<file path="src/rtl/instr_fetch.sv">
// Instruction fetch unit: one-word fetch for ordinary opcodes, two-word fetch for LDM,
// presenting one instruction at a time to decode under a valid/ready handshake.
module instr_fetch #(
    parameter int               width    = 16,
    parameter logic [width-1:0] RESET_PC = '0,
    parameter logic [4:0]       LDM_OP   = 5'b10100
) (
    input  logic             clk,
    input  logic             rst,
    input  logic             enable,
    input  logic             redirect,
    input  logic [width-1:0] redirect_pc,
    output logic             imem_en,
    output logic [width-1:0] imem_addr,
    input  logic [width-1:0] imem_rdata,
    input  logic             out_ready,
    output logic             out_valid,
    output logic [width-1:0] instr_out,
    output logic [width-1:0] imm_out,
    output logic             ldm_out,
    output logic [width-1:0] pc_out
);

    // Handshake: a transfer happens on a rising edge where out_valid, out_ready and
    // enable are all 1; out_valid never depends on out_ready, and data holds until then.

    typedef enum logic [2:0] {
        REQ_OP  = 3'd0,
        RSP_OP  = 3'd1,
        REQ_IMM = 3'd2,
        RSP_IMM = 3'd3,
        OUT     = 3'd4
    } state_t;

    localparam logic [width-1:0] ONE = {{(width-1){1'b0}}, 1'b1};

    state_t           state;
    state_t           state_next;
    logic [width-1:0] pc;
    logic             is_ldm;

    assign is_ldm = (imem_rdata[width-1 -: 5] == LDM_OP);

    always_ff @(posedge clk) begin
        if (rst) begin
            state <= REQ_OP;
        end else begin
            state <= state_next;
        end
    end

    always_comb begin
        state_next = state;
        if (enable) begin
            if (redirect) begin
                state_next = REQ_OP;
            end else begin
                case (state)
                    REQ_OP:  state_next = RSP_OP;
                    RSP_OP:  state_next = is_ldm ? REQ_IMM : OUT;
                    REQ_IMM: state_next = RSP_IMM;
                    RSP_IMM: state_next = OUT;
                    OUT:     state_next = out_ready ? REQ_OP : OUT;
                    default: state_next = REQ_OP;
                endcase
            end
        end
    end

    always_comb begin
        imem_en   = 1'b0;
        imem_addr = pc;
        out_valid = (state == OUT);
        if (!rst && enable && (state == REQ_OP || state == REQ_IMM)) begin
            imem_en = 1'b1;
        end
    end

    // pc already points past the word in flight, so the opcode's address is pc - 1.
    always_ff @(posedge clk) begin
        if (rst) begin
            pc        <= RESET_PC;
            instr_out <= '0;
            imm_out   <= '0;
            ldm_out   <= 1'b0;
            pc_out    <= '0;
        end else if (enable) begin
            if (redirect) begin
                pc <= redirect_pc;
            end else begin
                case (state)
                    REQ_OP, REQ_IMM: begin
                        pc <= pc + ONE;
                    end
                    RSP_OP: begin
                        instr_out <= imem_rdata;
                        pc_out    <= pc - ONE;
                        imm_out   <= '0;
                        ldm_out   <= 1'b0;
                    end
                    RSP_IMM: begin
                        imm_out <= imem_rdata;
                        ldm_out <= 1'b1;
                    end
                    default: begin
                    end
                endcase
            end
        end
    end

endmodule

</file>
<file path="config.mk">
export PLATFORM = sky130hd
export DESIGN_NAME = instr_fetch
export DESIGN_NICKNAME = d
export VERILOG_FILES = /design/src/rtl/instr_fetch.sv
export SDC_FILE = /design/constraint.sdc
export NUM_CORES = 1
export LEC_CHECK = 0
export BUFFER_PORTS_ARGS = -buffer_cell sky130_fd_sc_hd__buf_2
export CAP_MARGIN = 0
export CORE_ASPECT_RATIO = 0.6
export CORE_UTILIZATION = 40
export CTS_CLUSTER_SIZE = 20
export DETAILED_ROUTE_END_ITERATION = 8
export MAX_ROUTING_LAYER = met4
export PLACE_DENSITY = 0.65
export RECOVER_POWER = 25
export SLEW_MARGIN = 20
export SYNTH_ARGS = -nofsm -noshare
export SYNTH_HDL_FRONTEND = slang
export SYNTH_SLANG_ARGS = --single-unit
</file>
<file path="constraint.sdc">
create_clock -name clk -period 1.5 [get_ports clk]
set_clock_uncertainty 0.05 [all_clocks]
set_input_delay 0.15 -clock clk [delete_from_list [all_inputs] [get_ports clk]]
set_output_delay 0.15 -clock clk [all_outputs]
set_load 0.02 [all_outputs]
</file>
==> flow_metrics.py, run 1 <==
metrics = {
    "run_status": {
        "status": "finished, violations left",
        "violations": "setup timing",
    },
    "die": {
        "die_h_um": 71.7,
        "die_area_mm2": 0.00846,
        "start_util_pct": 42.9,
        "ios": 104,
        "num_rows": 24,
        "coreArea_mm2": 0.00754,
        "die_width_um": 118,
    },
    "detailed_routing": {
        "met3RoutedLength_um": 831,
        "dr.pass1.iters": 5,
        "drt-initial-drc-count": 186,
        "wl_met2_mm": 4.64,
        "highest_layer": "met4",
        "post_drt_via_cell_ratio": 5.49,
        "dr_total_vias": 3590,
        "antenna_left": 0,
        "routed_wl_mm": 10.9,
        "avgRoutedWirePerCell_um": 16.7,
        "wl_met1_mm": 5.34,
        "drc": 0,
    },
    "global_routing": {
        "grt_overflow": 0,
        "grt_pass1_wl_mm": 16.6,
        "grt_pass1_vias": 3204,
        "grtUsageTotal_pct": 26.2,
        "antenna_found_initial": 0,
        "grt_max_degree": 47,
    },
    "critical_path": {
        "reg2reg_to": "imem_addr[14]",
        "worstSetupEndpointType": "output pin",
        "crit_end": "imem_en",
        "crit_start": "state[2]",
        "critPathArrivalTime_ns": 1.33,
        "worst-r2r-cell-count": 5,
        "worstSetupPathType": "flop to output pin",
        "timing.rr.start": "state[2]",
        "r2r_slack_ns": 0,
        "worstPathRequired_ns": 1.30,
        "crit_fanout": 6,
        "start_kind": "flop",
    },
    "sta": {
        "slew_viol_final": 0,
        "whs_ns": 0.0142,
        "tightest_slew_ns": 0.474,
        "setup_violations": 2,
        "layout_setup_ws_ns": -0.0328,
        "final.min_clock_period_ns": 1.53,
        "fin_tns_setup_ns": -0.0364,
        "finalHoldViolCount": 0,
        "max_slew_margin_pct": 68.3,
        "rsz0062_at_grt": "yes",
        "timing.fmax_mhz": 652,
        "fin_crit_sh_pct": 102,
    },
    "power_and_ir_drop": {
        "p_sw_share_pct": 26.3,
        "power.internal_mw": 3.58,
        "ir_drop_v": 0.000580,
        "p_switching_mw": 1.28,
        "p_seq_share_pct": 39.0,
        "power_density_mw_per_mm2": 1020,
        "clkPwrFrac_pct": 44.3,
        "p_leak_nw": 1.95,
        "p_comb_share_pct": 16.7,
    },
    "placed_design": {
        "place.gp.congestion": 0.923,
        "io_buffer_count": 103,
        "dp_hpwl_mm": 7.66,
    },
    "synth": {
        "synth_top_area_share_pct": 42.1,
        "synth_warnings": 0,
        "syn_area_per_cell_um2": 7.87,
        "synth_flop_cell": "dfxtp_1",
        "synth.distinct_cells": 58,
        "synthArstFlopShare_pct": 0,
        "synth_seq_cells": 68,
        "ys_top_cells_by_area": "dfxtp_1 42%, a21oi_1 9.1%, nand2_1 7.3%",
        "postSynthCellCount": 411,
        "syn_nets": 450,
        "yosysTopAreaCell": "dfxtp_1",
        "netlist_area_mm2": 0.00323,
        "ys_seq_area_share_pct": 42.1,
        "synth_edf_count": 0,
    },
    "cells_and_area": {
        "antennaDiodeCount": 0,
        "final_layout_size_suffix_gt1_share_pct": 37.6,
        "layout_common_cells": "79 x buf_2, 57 x a21oi_1, 56 x dfxtp_1",
        "nNetsFinal": 584,
        "fillCellCount": 689,
        "syn_to_final_growth_pct": 46.7,
        "final_common_cell": "buf_2",
    },
    "clock_tree": {
        "clockBufferDepth": 2,
        "clk_pin_slew_worst_paths_ns": 0.06,
        "tritoncts": "yes",
        "postCtsHoldBufs": 0,
        "cts_buffers": 9,
        "cts_sinks": 68,
        "clock_latency_ns": 0.34,
        "htree_levels": 3,
        "cts_root_buf": "clkbuf_16",
    },
    "min_path": {
        "hp-class": "input pin to flop",
        "hold_start": "imem_rdata[6]",
    },
    "job": {
        "max-cap-violations": 0,
    },
}
power by group through the flow:
stage	Sequential (mW)	Clock, mW	Combinational, mW
after floorplan	1.99	0	0.373
after global placement	1.93	0	0.726
after detailed placement	1.93	0	0.731
after CTS	1.89	2.19	0.744
after global routing	1.90	2.28	0.875
final	1.89	2.15	0.812
layer usage:
metal / vias up / track usage, %
li1: 1737 / -
met2: 150 / 36.1
met4: 0 / 6.41
met1: 1690 / 36.7
met5: - / -
met3: 13 / 8.04
timing repair:
action / CTS / global route
gates cloned: 0 / 1
gates resized for setup: 9 / 43
buffers inserted: 1 / 5
pin swaps: 2 / 17
endpoints found under the setup margin: 17 / 62
flip-flops by register name, summed over array words and instances, names as in the netlist:
register	flops
state	3
ldm_out	1
imem_addr	16
instr_out	16
imm_out	16
pc_out	16
cells by family (layout without fill, tap and decap cells):
group,count (synthesis),in the layout,share of synthesized area [%]
AOI/OAI and AO/OA,118,118,22.0
and+or+nand+nor,160,160,24.6
DFF,68,68,42.1
xor gates and xnor gates,13,13,3.52
muxes,1,1,0.309
adders and majority gates,2,2,0.774
buffers and inverters,49,188,6.73
cells in the mapped netlist (all sizes together), types with 2 or more instances:
cell and number:
a2111oi 2, a211oi 10, a21oi 59, a31oi 8, and2 2, and3 6, and4 3, buf 23
clkbuf 18, dfxtp 68, ha 2, inv 8, nand2 63, nand2b 2, nand3 30, nand4 7
nand4b 2, nor2 21, nor2b 3, nor3 7, nor4 4, nor4b 2, o211ai 3, o21a 2
o21ai 17, o221a 2, or4 2, xnor2 3, xor2 10
worst max-delay path: stages, from the launching register on:
cell	delay, ns
dfxtp_4	0.36
or3b_4	0.42
nor2_4	0.10
buf_6	0.12
worst min path at each step:
stage,end,depth (start not counted)
final,instr_out[6],3
after global routing,instr_out[6],3
after CTS,instr_out[6],3
after detailed placement,instr_out[6],3
after global placement,instr_out[7],3
after floorplan,instr_out[10],2
cell type report:
type / count / area (µm²) / area share (%)
inverter: 8 / 32.5 / 0.685
multi-input combinational: 294 / 1840 / 38.8
sequential: 68 / 1390 / 29.4
clock buffer: 13 / 260 / 5.48
timing repair buffer: 164 / 1040 / 22.0
clock inverter: 3 / 45.0 / 0.949
tap: 104 / 130 / 2.74
metrics by stage:
stage | worst slack (ns) | instances | total power [mW] | cell area [µm²] | utilization (%)
final | -0.0328 | 654 | 4.86 | 4750 | 63.0
after global routing | -0.0743 | 654 | 5.05 | 4750 | 63.0
after CTS | -0.0550 | 648 | 4.83 | 4550 | 60.3
after detailed placement | -0.121 | 631 | 2.66 | 4210 | 55.9
after global placement | -0.0439 | 631 | 2.65 | 4210 | 55.9
after floorplan | -0.118 | 411 | 2.37 | 3340 | -
No activity file was read; power rests on OpenSTA's default activity.
==> run 2: changes to the inputs <==
- CELL_PAD_IN_SITES_DETAIL_PLACEMENT: not set -> 0
- CELL_PAD_IN_SITES_GLOBAL_PLACEMENT: not set -> 1
- CORE_UTILIZATION: 40 -> 33
- PLACE_DENSITY: 0.65 -> 0.73
- TNS_END_PERCENT: not set -> 30
==> run 2 against run 1 <==
Compared with the run above:
- sequential power is essentially flat
- sequential cell count did not move
- total power up 2.7%
- clock power up 7%
- the run still ends with setup timing left
- largest power group unchanged
==> flow_metrics.py, run 2 (synthesized netlist as in run 1, its figures left out) <==
metrics = {
    "run_status": {
        "status": "finished, violations left",
        "violations": "setup timing",
    },
    "detailed_routing": {
        "antenna_left": 0,
        "routed_wl_mm": 10.8,
        "dr_total_vias": 3468,
        "dr.pass1.iters": 5,
        "avgRoutedWirePerCell_um": 16.0,
        "drc": 0,
        "drt-initial-drc-count": 251,
        "post_drt_via_cell_ratio": 5.13,
    },
    "cells_and_area": {
        "final_area_mm2": 0.00470,
        "antennaDiodeCount": 0,
        "syn_to_final_growth_pct": 45.3,
        "final_common_cell": "buf_2",
        "nNetsFinal": 580,
        "final_layout_size_suffix_gt1_share_pct": 34.6,
        "layout_common_cells": "73 x buf_2, 63 x nand2_1, 57 x a21oi_1",
    },
    "critical_path": {
        "worstSetupEndpointType": "output pin",
        "worstPathRequired_ns": 1.30,
        "crit_fanout": 6,
        "start_kind": "flop",
        "critPathArrivalTime_ns": 1.35,
        "worstSetupPathType": "flop to output pin",
    },
    "global_routing": {
        "grt_pass1_vias": 3204,
        "grt_pass1_wl_mm": 16.8,
        "grtUsageTotal_pct": 22.4,
        "grt_overflow": 0,
        "antenna_found_initial": 0,
        "grt_max_degree": 47,
    },
    "clock_tree": {
        "postCtsHoldBufs": 0,
        "clk_pin_slew_worst_paths_ns": 0.05,
        "cts_root_buf": "clkbuf_16",
        "cts_sinks": 68,
        "cts_buffers": 9,
        "clockBufferDepth": 2,
        "htree_levels": 3,
        "clock_latency_ns": 0.32,
        "tritoncts": "yes",
    },
    "die": {
        "start_util_pct": 34.6,
        "num_rows": 27,
        "die_area_mm2": 0.0102,
        "coreArea_mm2": 0.00936,
        "die_width_um": 130,
        "ios": 104,
        "die_h_um": 78.7,
    },
    "sta": {
        "finalHoldViolCount": 0,
        "max_slew_margin_pct": 70.0,
        "tightest_slew_ns": 0.449,
        "slew_viol_final": 0,
        "layout_setup_ws_ns": -0.0542,
        "timing.fmax_mhz": 643,
        "rsz0062_at_grt": "yes",
        "setup_violations": 1,
        "fin_crit_sh_pct": 104,
        "final.min_clock_period_ns": 1.55,
    },
    "power_and_ir_drop": {
        "p_leak_nw": 1.92,
        "ir_drop_v": 0.000642,
        "power_density_mw_per_mm2": 1060,
    },
    "placed_design": {
        "io_buffer_count": 103,
        "place_ws_ns": -0.0918,
        "placed_cell_area_mm2": 0.00425,
        "dp_hpwl_mm": 7.68,
        "place.gp.congestion": 0.925,
    },
    "min_path": {
        "hp-class": "input pin to flop",
    },
    "job": {
        "max-cap-violations": 0,
    },
}
[run 2: layer usage]
layer / vias to the layer above / wire (µm) / track usage, %
met2: 99 / 4600 / 31.0
met5: - / 0 / -
met1: 1628 / 5550 / 32.5
met4: 0 / 69 / 4.65
met3: 8 / 583 / 5.39
li1: 1733 / - / -
[run 2: path summary, 6_finish.rpt]
kind | slack [ns] | endpoint | from | cells after the start
min reg2reg | 0.40 | imm_out[6] | imm_out[6] | 2
min | 0.03 | instr_out[4] | imem_rdata[4] | 3
max reg2reg | 0 | imem_addr[15] | state[0] | 5
max | -0.05 | imem_en | state[0] | 3
[run 2: metrics by stage]
step	util (%)	hold slack (ns)	total power, mW	setup TNS (ns)	std cells
after floorplan	-	0.236	2.36	-0.871	411
after global placement	45.4	0.357	2.66	-0.00764	658
after detailed placement	45.4	0.358	2.67	-0.227	658
after CTS	49.2	0.0139	4.99	-0.0592	674
after global routing	50.2	0.0271	5.20	-0.470	676
final	50.2	0.0250	4.99	-0.0542	676
[run 2: worst max-delay path: stages, from the launching register on]
cell and delay (ns):
dfxtp_4 0.36, or3b_4 0.40, nor2_1 0.12, buf_4 0.15
[run 2: report_power, final]
| part | leakage (nW) | internal (mW) | switching (mW) |
|---|---|---|---|
| logic | 1.20 | 0.342 | 0.447 |
| clock network | 0.165 | 1.53 | 0.777 |
| registers | 0.558 | 1.85 | 0.0444 |
[run 2: what timing repair did]
item / in CTS / in global routing
endpoints found under the hold margin: 0 / 0
setup buffers: 0 / 2
gates resized for setup: 9 / 28
pin swaps: 0 / 10
setup endpoints to repair: 10 / 49
[run 2: final cells by class]
class | instances | area (µm²)
well taps | 130 | 163
multi-input cells | 294 | 1810
repair buffers | 160 | 970
inverters | 8 | 30.0
clock inverters | 2 | 36.3
clock buffers | 14 | 295
flip-flops and latches | 68 | 1390
fillers | 949 | 4660
==> run 3: changes to the inputs <==
--- a/config.mk
+++ b/config.mk
@@ -13,2 +13,3 @@
 export CORE_UTILIZATION = 33
+export CTS_CLUSTER_DIAMETER = 200
 export CTS_CLUSTER_SIZE = 20
@@ -22,2 +23,2 @@
 export SYNTH_SLANG_ARGS = --single-unit
-export TNS_END_PERCENT = 30
+export TNS_END_PERCENT = 1
==> constraint.sdc (replaced) <==
create_clock -name clk -period 1.5 [get_ports clk]
set_clock_uncertainty 0.05 [all_clocks]
set_input_delay 0.3 -clock clk [delete_from_list [all_inputs] [get_ports clk]]
set_output_delay 0.3 -clock clk [all_outputs]
set_load 0.02 [all_outputs]
==> run 3 against run 2 <==
Compared with the run above:
- the flow still finishes with violations (setup timing)
- combinational power grew 8.2%
- largest cell class unchanged
- hold slack improved by 0.14 ns
- utilization is 2.9 points higher
- maximum frequency is 7.1% lower
- clock power is 17% lower
==> flow_metrics.py, run 3 (synthesized netlist as in run 1, its figures left out) <==
metrics = {
    "clock_tree": {
        "cts_sinks": 68,
        "clock_latency_ns": 0.34,
        "cts_root_buf": "clkbuf_16",
        "clk_pin_slew_worst_paths_ns": 0.06,
        "tritoncts": "yes",
        "clockBufferDepth": 2,
        "cts_buffers": 9,
        "htree_levels": 3,
    },
    "global_routing": {
        "grt_overflow": 0,
        "grtUsageTotal_pct": 23.5,
        "antenna_found_initial": 0,
        "grt_pass1_vias": 3335,
        "grt_max_degree": 47,
        "grt_pass1_wl_mm": 17.7,
    },
    "run_status": {
        "violations": "setup timing",
        "status": "finished, violations left",
    },
    "critical_path": {
        "crit_path_cell_trace": "or3b_4 > nor2_4 > buf_6",
        "worstSetupPathType": "flop to output pin",
        "worst-r2r-cell-count": 8,
        "worstSetupEndpointType": "output pin",
        "crit_slowest_cell": "or3b_4",
        "cp_num_buf_inv": 1,
        "critPathArrivalTime_ns": 1.32,
        "worstPathRequired_ns": 1.15,
        "cp.depth": 3,
        "crit_fanout": 3,
        "slowest_delay_ns": 0.42,
        "crit_family": "simple AND/OR/NAND/NOR gates",
        "start_kind": "flop",
    },
    "cells_and_area": {
        "nNetsFinal": 602,
        "layout.area.seq_mm2": 0.00139,
        "fillCellCount": 922,
        "antennaDiodeCount": 0,
        "final_layout_size_suffix_gt1_share_pct": 43.0,
        "syn_to_final_growth_pct": 53.6,
        "layout_common_cells": "80 x buf_2, 68 x buf_4, 55 x nand2_1",
        "final_common_cell": "buf_2",
        "multi_input_area_mm2": 0.00191,
    },
    "die": {
        "die_area_mm2": 0.0102,
        "coreArea_mm2": 0.00936,
        "die_h_um": 78.7,
        "start_util_pct": 34.6,
        "ios": 104,
        "die_width_um": 130,
        "num_rows": 27,
    },
    "sta": {
        "slew_viol_final": 0,
        "rsz0062_at_grt": "yes",
        "max_slew_margin_pct": 72.2,
        "final.min_clock_period_ns": 1.67,
        "fin_crit_sh_pct": 111,
        "fin_tns_setup_ns": -3.50,
        "setup_violations": 42,
        "layout_setup_ws_ns": -0.172,
        "finalHoldViolCount": 0,
        "whs_ns": 0.169,
        "tightest_slew_ns": 0.410,
        "timing.fmax_mhz": 598,
    },
    "detailed_routing": {
        "drc": 0,
        "routed_wl_mm": 11.5,
        "drt-initial-drc-count": 247,
        "antenna_left": 0,
        "dr.pass1.iters": 5,
        "dr_total_vias": 3648,
        "post_drt_via_cell_ratio": 5.23,
        "avgRoutedWirePerCell_um": 16.5,
    },
    "job": {
        "max-cap-violations": 0,
    },
    "power_and_ir_drop": {
        "ir_drop_v": 0.000697,
        "p_leak_nw": 2.08,
        "power_density_mw_per_mm2": 938,
    },
    "min_path": {
        "min_path_cells": 3,
        "hp-class": "input pin to flop",
    },
    "placed_design": {
        "io_buffer_count": 103,
        "dp_hpwl_mm": 7.92,
        "place.gp.congestion": 0.983,
    },
}
==> run 3: final cells by class <==
type,count,share of cell area [%]
inverters,8,0.605
well taps,130,3.27
clock buffers,9,4.53
repair buffers,182,24.5
clock inverters,6,0.630
multi-input cells,294,38.4
flip-flops and latches,68,28.0
==> run 3: power breakdown <==
| part | internal, mW | switching (mW) |
|---|---|---|
| Sequential | 1.85 | 0.0418 |
| Clock | 1.09 | 0.813 |
| Combinational | 0.381 | 0.473 |
| Total | 3.33 | 1.33 |
==> run 3: repair_timing <==
action                     CTS  global route
pin swaps                   28            18
hold buffers                 0             0
gates cloned                 0             2
resized for setup           25            56
setup buffers                4             4
setup endpoints to repair   17            70
==> run 3: through the flow <==
step | instance area (µm²) | util [%] | power [mW] | std cells | setup slack, ns
finish | 4970 | 53.1 | 4.66 | 697 | -0.172
global route | 4970 | 53.1 | 4.85 | 697 | -0.215
CTS | 4700 | 50.3 | 4.63 | 691 | -0.171
detailed placement | 4320 | 46.2 | 2.69 | 672 | -0.139
global placement | 4320 | 46.2 | 2.68 | 672 | -0.127
floorplan | 3280 | - | 2.35 | 411 | -0.118
==> run 3: worst min-delay path: stages <==
cell and delay [ns]:
buf_2 0.11, nand2_1 0.05, a21oi_1 0.05
==> run 3: metal layers <==
metal  GRT usage, %  routed length, µm  vias up
met2           31.1               4750      135
met4           7.21                144        0
met5              -                  0        -
met1           33.6               5780     1728
li1               -                  -     1769
met3           6.88                819       16
==> run 3: final timing paths <==
path / from / end / slack (ns)
setup / recovery: state[2] / imem_en / -0.17
hold reg to reg: imm_out[7] / imm_out[7] / 0.40
hold / removal: imem_rdata[0] / instr_out[0] / 0.17
setup reg to reg: state[2] / pc_out[0] / -0.15
